===== src/rtl/pc_unit.sv =====
// pc_unit: program-counter unit for the RV32I core.
// Holds the architectural fetch PC, offers it to instruction fetch through a
// valid/ready handshake and applies control-flow redirects resolved in execute.
// Optional feature: define PC_MISALIGN_TRAP_EN to trap on misaligned taken
// targets (pc <= TRAP_VECTOR, bad_addr captured). Without it, taken targets
// are word-aligned by clearing bits [1:0], misalign_exc and bad_addr read 0.
module pc_unit #(
  parameter int              XLEN         = 32,
  parameter logic [XLEN-1:0] RESET_VECTOR = XLEN'(32'h0000_0000),
  parameter logic [XLEN-1:0] TRAP_VECTOR  = XLEN'(32'h0000_0100)
) (
  input  logic            clk,
  input  logic            rst_n,
  input  logic            fetch_ready,
  input  logic            halt_req,
  input  logic            ex_valid,
  input  logic            ex_is_branch,
  input  logic            ex_is_jal,
  input  logic            ex_is_jalr,
  input  logic [2:0]      ex_funct3,
  input  logic            ex_zero,
  input  logic            ex_lt,
  input  logic            ex_ltu,
  input  logic [XLEN-1:0] ex_pc,
  input  logic [XLEN-1:0] ex_imm,
  input  logic [XLEN-1:0] ex_rs1,
  output logic [XLEN-1:0] pc,
  output logic            fetch_valid,
  output logic            redirect,
  output logic [XLEN-1:0] link_addr,
  output logic            misalign_exc,
  output logic [XLEN-1:0] bad_addr
);

  // BOOT is a one-cycle quiet period after reset; RUN issues fetches;
  // HALT parks the PC until the halt request drops.
  typedef enum logic [1:0] {
    ST_BOOT = 2'd0,
    ST_RUN  = 2'd1,
    ST_HALT = 2'd2
  } state_e;

  localparam logic [XLEN-1:0] INSN_BYTES = XLEN'(4);

  state_e          state_q, state_d;
  logic [XLEN-1:0] pc_q, pc_d;

  logic            cond_true;
  logic            taken;
  logic            ctrl_active;
  logic            redirect_hit;
  logic            misalign_hit;
  logic [XLEN-1:0] target_base;
  logic [XLEN-1:0] raw_target;
  logic [XLEN-1:0] target_pc;
  logic            fetch_fire;

  // Branch condition from the ALU flags; 010/011 are not branch encodings.
  always_comb begin
    cond_true = 1'b0;
    unique case (ex_funct3)
      3'b000:  cond_true = ex_zero;   // BEQ
      3'b001:  cond_true = ~ex_zero;  // BNE
      3'b100:  cond_true = ex_lt;     // BLT
      3'b101:  cond_true = ~ex_lt;    // BGE
      3'b110:  cond_true = ex_ltu;    // BLTU
      3'b111:  cond_true = ~ex_ltu;   // BGEU
      default: cond_true = 1'b0;
    endcase
  end

  // Taken decision and raw target; JALR adds to rs1 and drops bit 0.
  always_comb begin
    taken       = ex_valid & (ex_is_jal | ex_is_jalr | (ex_is_branch & cond_true));
    target_base = ex_is_jalr ? ex_rs1 : ex_pc;
    raw_target  = target_base + ex_imm;
    if (ex_is_jalr) begin
      raw_target[0] = 1'b0;
    end
  end

  // Redirects are ignored during BOOT so reset keeps every output quiet
  // even while execute still drives a stale taken instruction.
  assign ctrl_active  = (state_q != ST_BOOT);
  assign redirect_hit = ctrl_active & taken;

`ifdef PC_MISALIGN_TRAP_EN
  logic [XLEN-1:0] bad_addr_q, bad_addr_d;

  // Any taken target that is not word aligned diverts to the trap vector.
  always_comb begin
    misalign_hit = redirect_hit & (raw_target[1] | raw_target[0]);
    target_pc    = raw_target;
  end

  // Capture the offending target; otherwise keep the last one.
  always_comb begin
    bad_addr_d = bad_addr_q;
    if (misalign_hit) begin
      bad_addr_d = raw_target;
    end
  end

  // Faulting-address register.
  always_ff @(posedge clk or negedge rst_n) begin
    if (!rst_n) begin
      bad_addr_q <= '0;
    end else begin
      bad_addr_q <= bad_addr_d;
    end
  end

  assign bad_addr     = bad_addr_q;
  assign misalign_exc = misalign_hit;
`else
  // No trapping: force word alignment of every taken target.
  always_comb begin
    misalign_hit = 1'b0;
    target_pc    = raw_target & ~XLEN'(3);
  end

  assign bad_addr     = '0;
  assign misalign_exc = 1'b0;
`endif

  // A fetch is consumed only while RUN presents it and fetch accepts it.
  assign fetch_fire = (state_q == ST_RUN) & fetch_ready;

  // State register.
  always_ff @(posedge clk or negedge rst_n) begin
    if (!rst_n) begin
      state_q <= ST_BOOT;
    end else begin
      state_q <= state_d;
    end
  end

  // Next-state logic; a redirect (or trap) leaves the state untouched,
  // so halt transitions wait for a cycle without a redirect.
  always_comb begin
    state_d = state_q;
    unique case (state_q)
      ST_BOOT: state_d = halt_req ? ST_HALT : ST_RUN;
      ST_RUN: begin
        if (!redirect_hit && halt_req) begin
          state_d = ST_HALT;
        end
      end
      ST_HALT: begin
        if (!redirect_hit && !halt_req) begin
          state_d = ST_RUN;
        end
      end
      default: state_d = ST_BOOT;
    endcase
  end

  // Moore fetch output: only RUN offers the PC to fetch.
  always_comb begin
    fetch_valid = 1'b0;
    unique case (state_q)
      ST_RUN:  fetch_valid = 1'b1;
      default: fetch_valid = 1'b0;
    endcase
  end

  // PC update priority: trap, redirect, halt hold, sequential advance.
  always_comb begin
    pc_d = pc_q;
    if (misalign_hit) begin
      pc_d = TRAP_VECTOR;
    end else if (redirect_hit) begin
      pc_d = target_pc;
    end else if (fetch_fire && !halt_req) begin
      pc_d = pc_q + INSN_BYTES;
    end
  end

  // Architectural PC register.
  always_ff @(posedge clk or negedge rst_n) begin
    if (!rst_n) begin
      pc_q <= RESET_VECTOR;
    end else begin
      pc_q <= pc_d;
    end
  end

  assign pc        = pc_q;
  assign redirect  = redirect_hit;
  assign link_addr = ex_pc + INSN_BYTES;

endmodule


===== config.mk =====
export PLATFORM = sky130hd
export DESIGN_NAME = pc_unit
export DESIGN_NICKNAME = d
export VERILOG_FILES = /design/src/rtl/pc_unit.sv
export SDC_FILE = /design/constraint.sdc
export NUM_CORES = 1
export LEC_CHECK = 0
export BUFFER_PORTS_ARGS = -buffer_cell sky130_fd_sc_hd__buf_2
export CAP_MARGIN = 10
export CORE_ASPECT_RATIO = 0.7
export CORE_UTILIZATION = 45
export CTS_BUF_LIST = sky130_fd_sc_hd__clkbuf_2
export DETAILED_ROUTE_END_ITERATION = 8
export PLACE_DENSITY_LB_ADDON = 0.1
export SYNTH_ARGS = -nofsm -noshare
export SYNTH_HDL_FRONTEND = slang
export SYNTH_SLANG_ARGS = --single-unit

===== constraint.sdc =====
create_clock -name clk -period 5.2 [get_ports clk]
set_clock_uncertainty 0.2 [all_clocks]
set_input_delay 0.26 -clock clk [delete_from_list [all_inputs] [get_ports clk]]
set_output_delay 0.26 -clock clk [all_outputs]
set_load 0.1 [all_outputs]

==> out/qor.yml <==
outcome: "completed"
syn2layout_area_growth_pct: 20.5
antenna_found_initial: 0
power_uw: 2330
cap_violations: 0
syn_area_um2: 4440
fin_nets: 858
postSynthCellCount: 549
totalWireLength_um: 12600
vias: 4535
synth_async_sr_flop_share: 1.00
layout_commonest_cell: "buf_2"
crit_required_ps: 5300
cts_tree: "built"
drive_above_1_share: 0.311
timing.hold.ws_ps: 86.3
timing.setup.tns_ps: 0
finalHoldViolations: 0
finish.utilization: 0.574
place.gp.congestion: 0.902
grt_pass1_wl_um: 19500
path_clk_slew_ps: 170
coreArea_um2: 9330
hp-start: "ex_imm[26]"
seq_area_frac_synth: 0.180
port-buffer-count: 173
rsz0062_at_grt: "false"
fin_cells: 841
worst_slew_pin_slew_ps: 885
post_cts_resized: 0
path_class: "primary input to flop"
grt_pass1_vias: 3858
synthTopCellsByArea: "dfrtp_1 (18%), xnor2_1 (9.9%), ha_1 (9.0%)"
synth-seq-cells: 32
r2r_start: "state_q[1]$_DFFE_PN0P_"
setup_viol: 0
maxSlewViolCount: 0
h-tree-depth: 2
die_w_um: 121
ir_drop_mv: 0.247
finalCritPeriodShare: 0.680
cts_buffer_depth: 2
min_path_type: "primary input to flop"
arrival_ps: 3640
post_cts_buffers: 0
synth_edf_count: 0
cts_made_buffers: 5
rows: 29
syn_avg_cell_area_um2: 8.10
holdBufCountCts: 2
yosysWarnings: 0
clock.fmax_mhz: 283
netlist.top_cell.by_area: "dfrtp_1"
dr.first_iter.drc_count: 406
fp.dieH_um: 85.1
layout_common_cells: "buf_2 (173), nand2_1 (60), xnor2_1 (50)"
cts_sinks: 32
p_leak_uw: 0.00257
placed_cells: 831
cts-root-buf: "clkbuf_2"
grt_usage: 0.238
crit_path_start_kind: "primary input"
max_slew_margin: 0.404
ant_nets: 0
io_pins: 209
fillers: 904
worstPathMaxFanout: 37
antenna_cells: 0
p_per_area_nw_per_um2: 436
worstSetupEndpointType: "flop"
place_hpwl_um: 10400
synth_top_flop_cell: "dfrtp_1"
dr.pass1.iters: 5
fp.dieArea_um2: 10300
initial_core_util: 0.477
grt_remaining_overflow: 0
yosys.cell_types.count: 64
route.detailed.drc: 0
fin_crit_ps: 3540
clk_latency_ps: 380
via_per_inst: 5.39
startpoint: "ex_is_jalr"
synth_top_area_frac: 0.180
grt_max_degree: 41
wl_per_cell_um: 14.9
power by group:
group / switching (uW) / total, uW / internal, uW
sequential: 121 / 468 / 347
clock: 88.9 / 167 / 78.4
combinational: 1340 / 1700 / 355
synth_stat cells (all sizes together), types with 2 or more instances:
master,n
nand2b,2
o21ai,34
o21a,6
inv,17
nand4,9
nand2,60
o21bai,3
buf,40
a311oi,2
xnor2,50
a31oi,2
a31o,2
o211ai,5
a2111oi,2
clkbuf,12
o2111ai,2
nor3,14
a21o,13
xor2,24
nor2b,6
a211o,2
a21oi,21
and4,5
mux2i,4
and3,16
a41o,2
a41oi,2
a211oi,6
and2,4
mux2,26
o31ai,6
ha,32
nor2,29
or3,8
dfrtp,32
o22ai,3
nand3,31
cells by family (layout without fill, tap and decap cells):
family,after synthesis,after routing,share of synthesized area
flops,32,32,0.180
simple gates,190,190,0.216
fa+ha+maj,32,32,0.0901
xor+xnor,74,74,0.146
mux,30,30,0.0777
buf+inv,69,203,0.0915
other cells,1,35,0.000844
compound gates,121,121,0.197
routing by layer:
layer	vias to the layer above	part of all wire	GRT usage	wire [um]
met5	-	0	0	0
met4	0	0.0090	0.0449	113
met3	9	0.086	0.0316	1080
met2	221	0.40	0.332	5010
met1	2056	0.51	0.382	6370
li1	2249	-	-	-
state kept, by name, indices dropped and copies added, names as in the netlist:
name and count:
state_q 2, pc 30
final timing paths:
check	to	slack, ps	depth (start not counted)
min in group asynchronous	pc[8]$_DFFE_PN0P_	250	2
worst max-delay path	pc[30]$_DFFE_PN0P_	1660	11
worst max register to register	pc[27]$_DFFE_PN0P_	2340	9
worst min-delay path	pc[26]$_DFFE_PN0P_	90	3
max in group asynchronous	pc[12]$_DFFE_PN0P_	4080	2
worst min register to register	state_q[1]$_DFFE_PN0P_	350	1
final cells by class:
class	instances	area [um^2]	area share
clock inverters	3	37.5	0.00701
inverters	17	63.8	0.0119
repair buffers	178	908	0.170
well taps	124	155	0.0290
multi-input cells	482	3360	0.628
clock buffers	5	25.0	0.00467
flip-flops and latches	32	801	0.150
worst max-delay path: stages:
cell	delay, ps
buf_2	620
mux2_2	420
ha_1	370
a21o_1	180
a21o_1	170
a21o_1	200
a2111o_1	400
o21bai_4	190
a2111oi_4	460
nor3b_1	120
o31ai_2	220
stage by stage:
| step | setup slack, ps | cell area [um^2] |
|---|---|---|
| final | 1660 | 5360 |
| after global routing | 1430 | 5360 |
| after CTS | 1660 | 5360 |
| after detailed placement | 1250 | 5270 |
| after global placement | 1310 | 5270 |
| after floorplan | 1670 | 4570 |
Note: power is estimated with default switching activity, not from simulation.
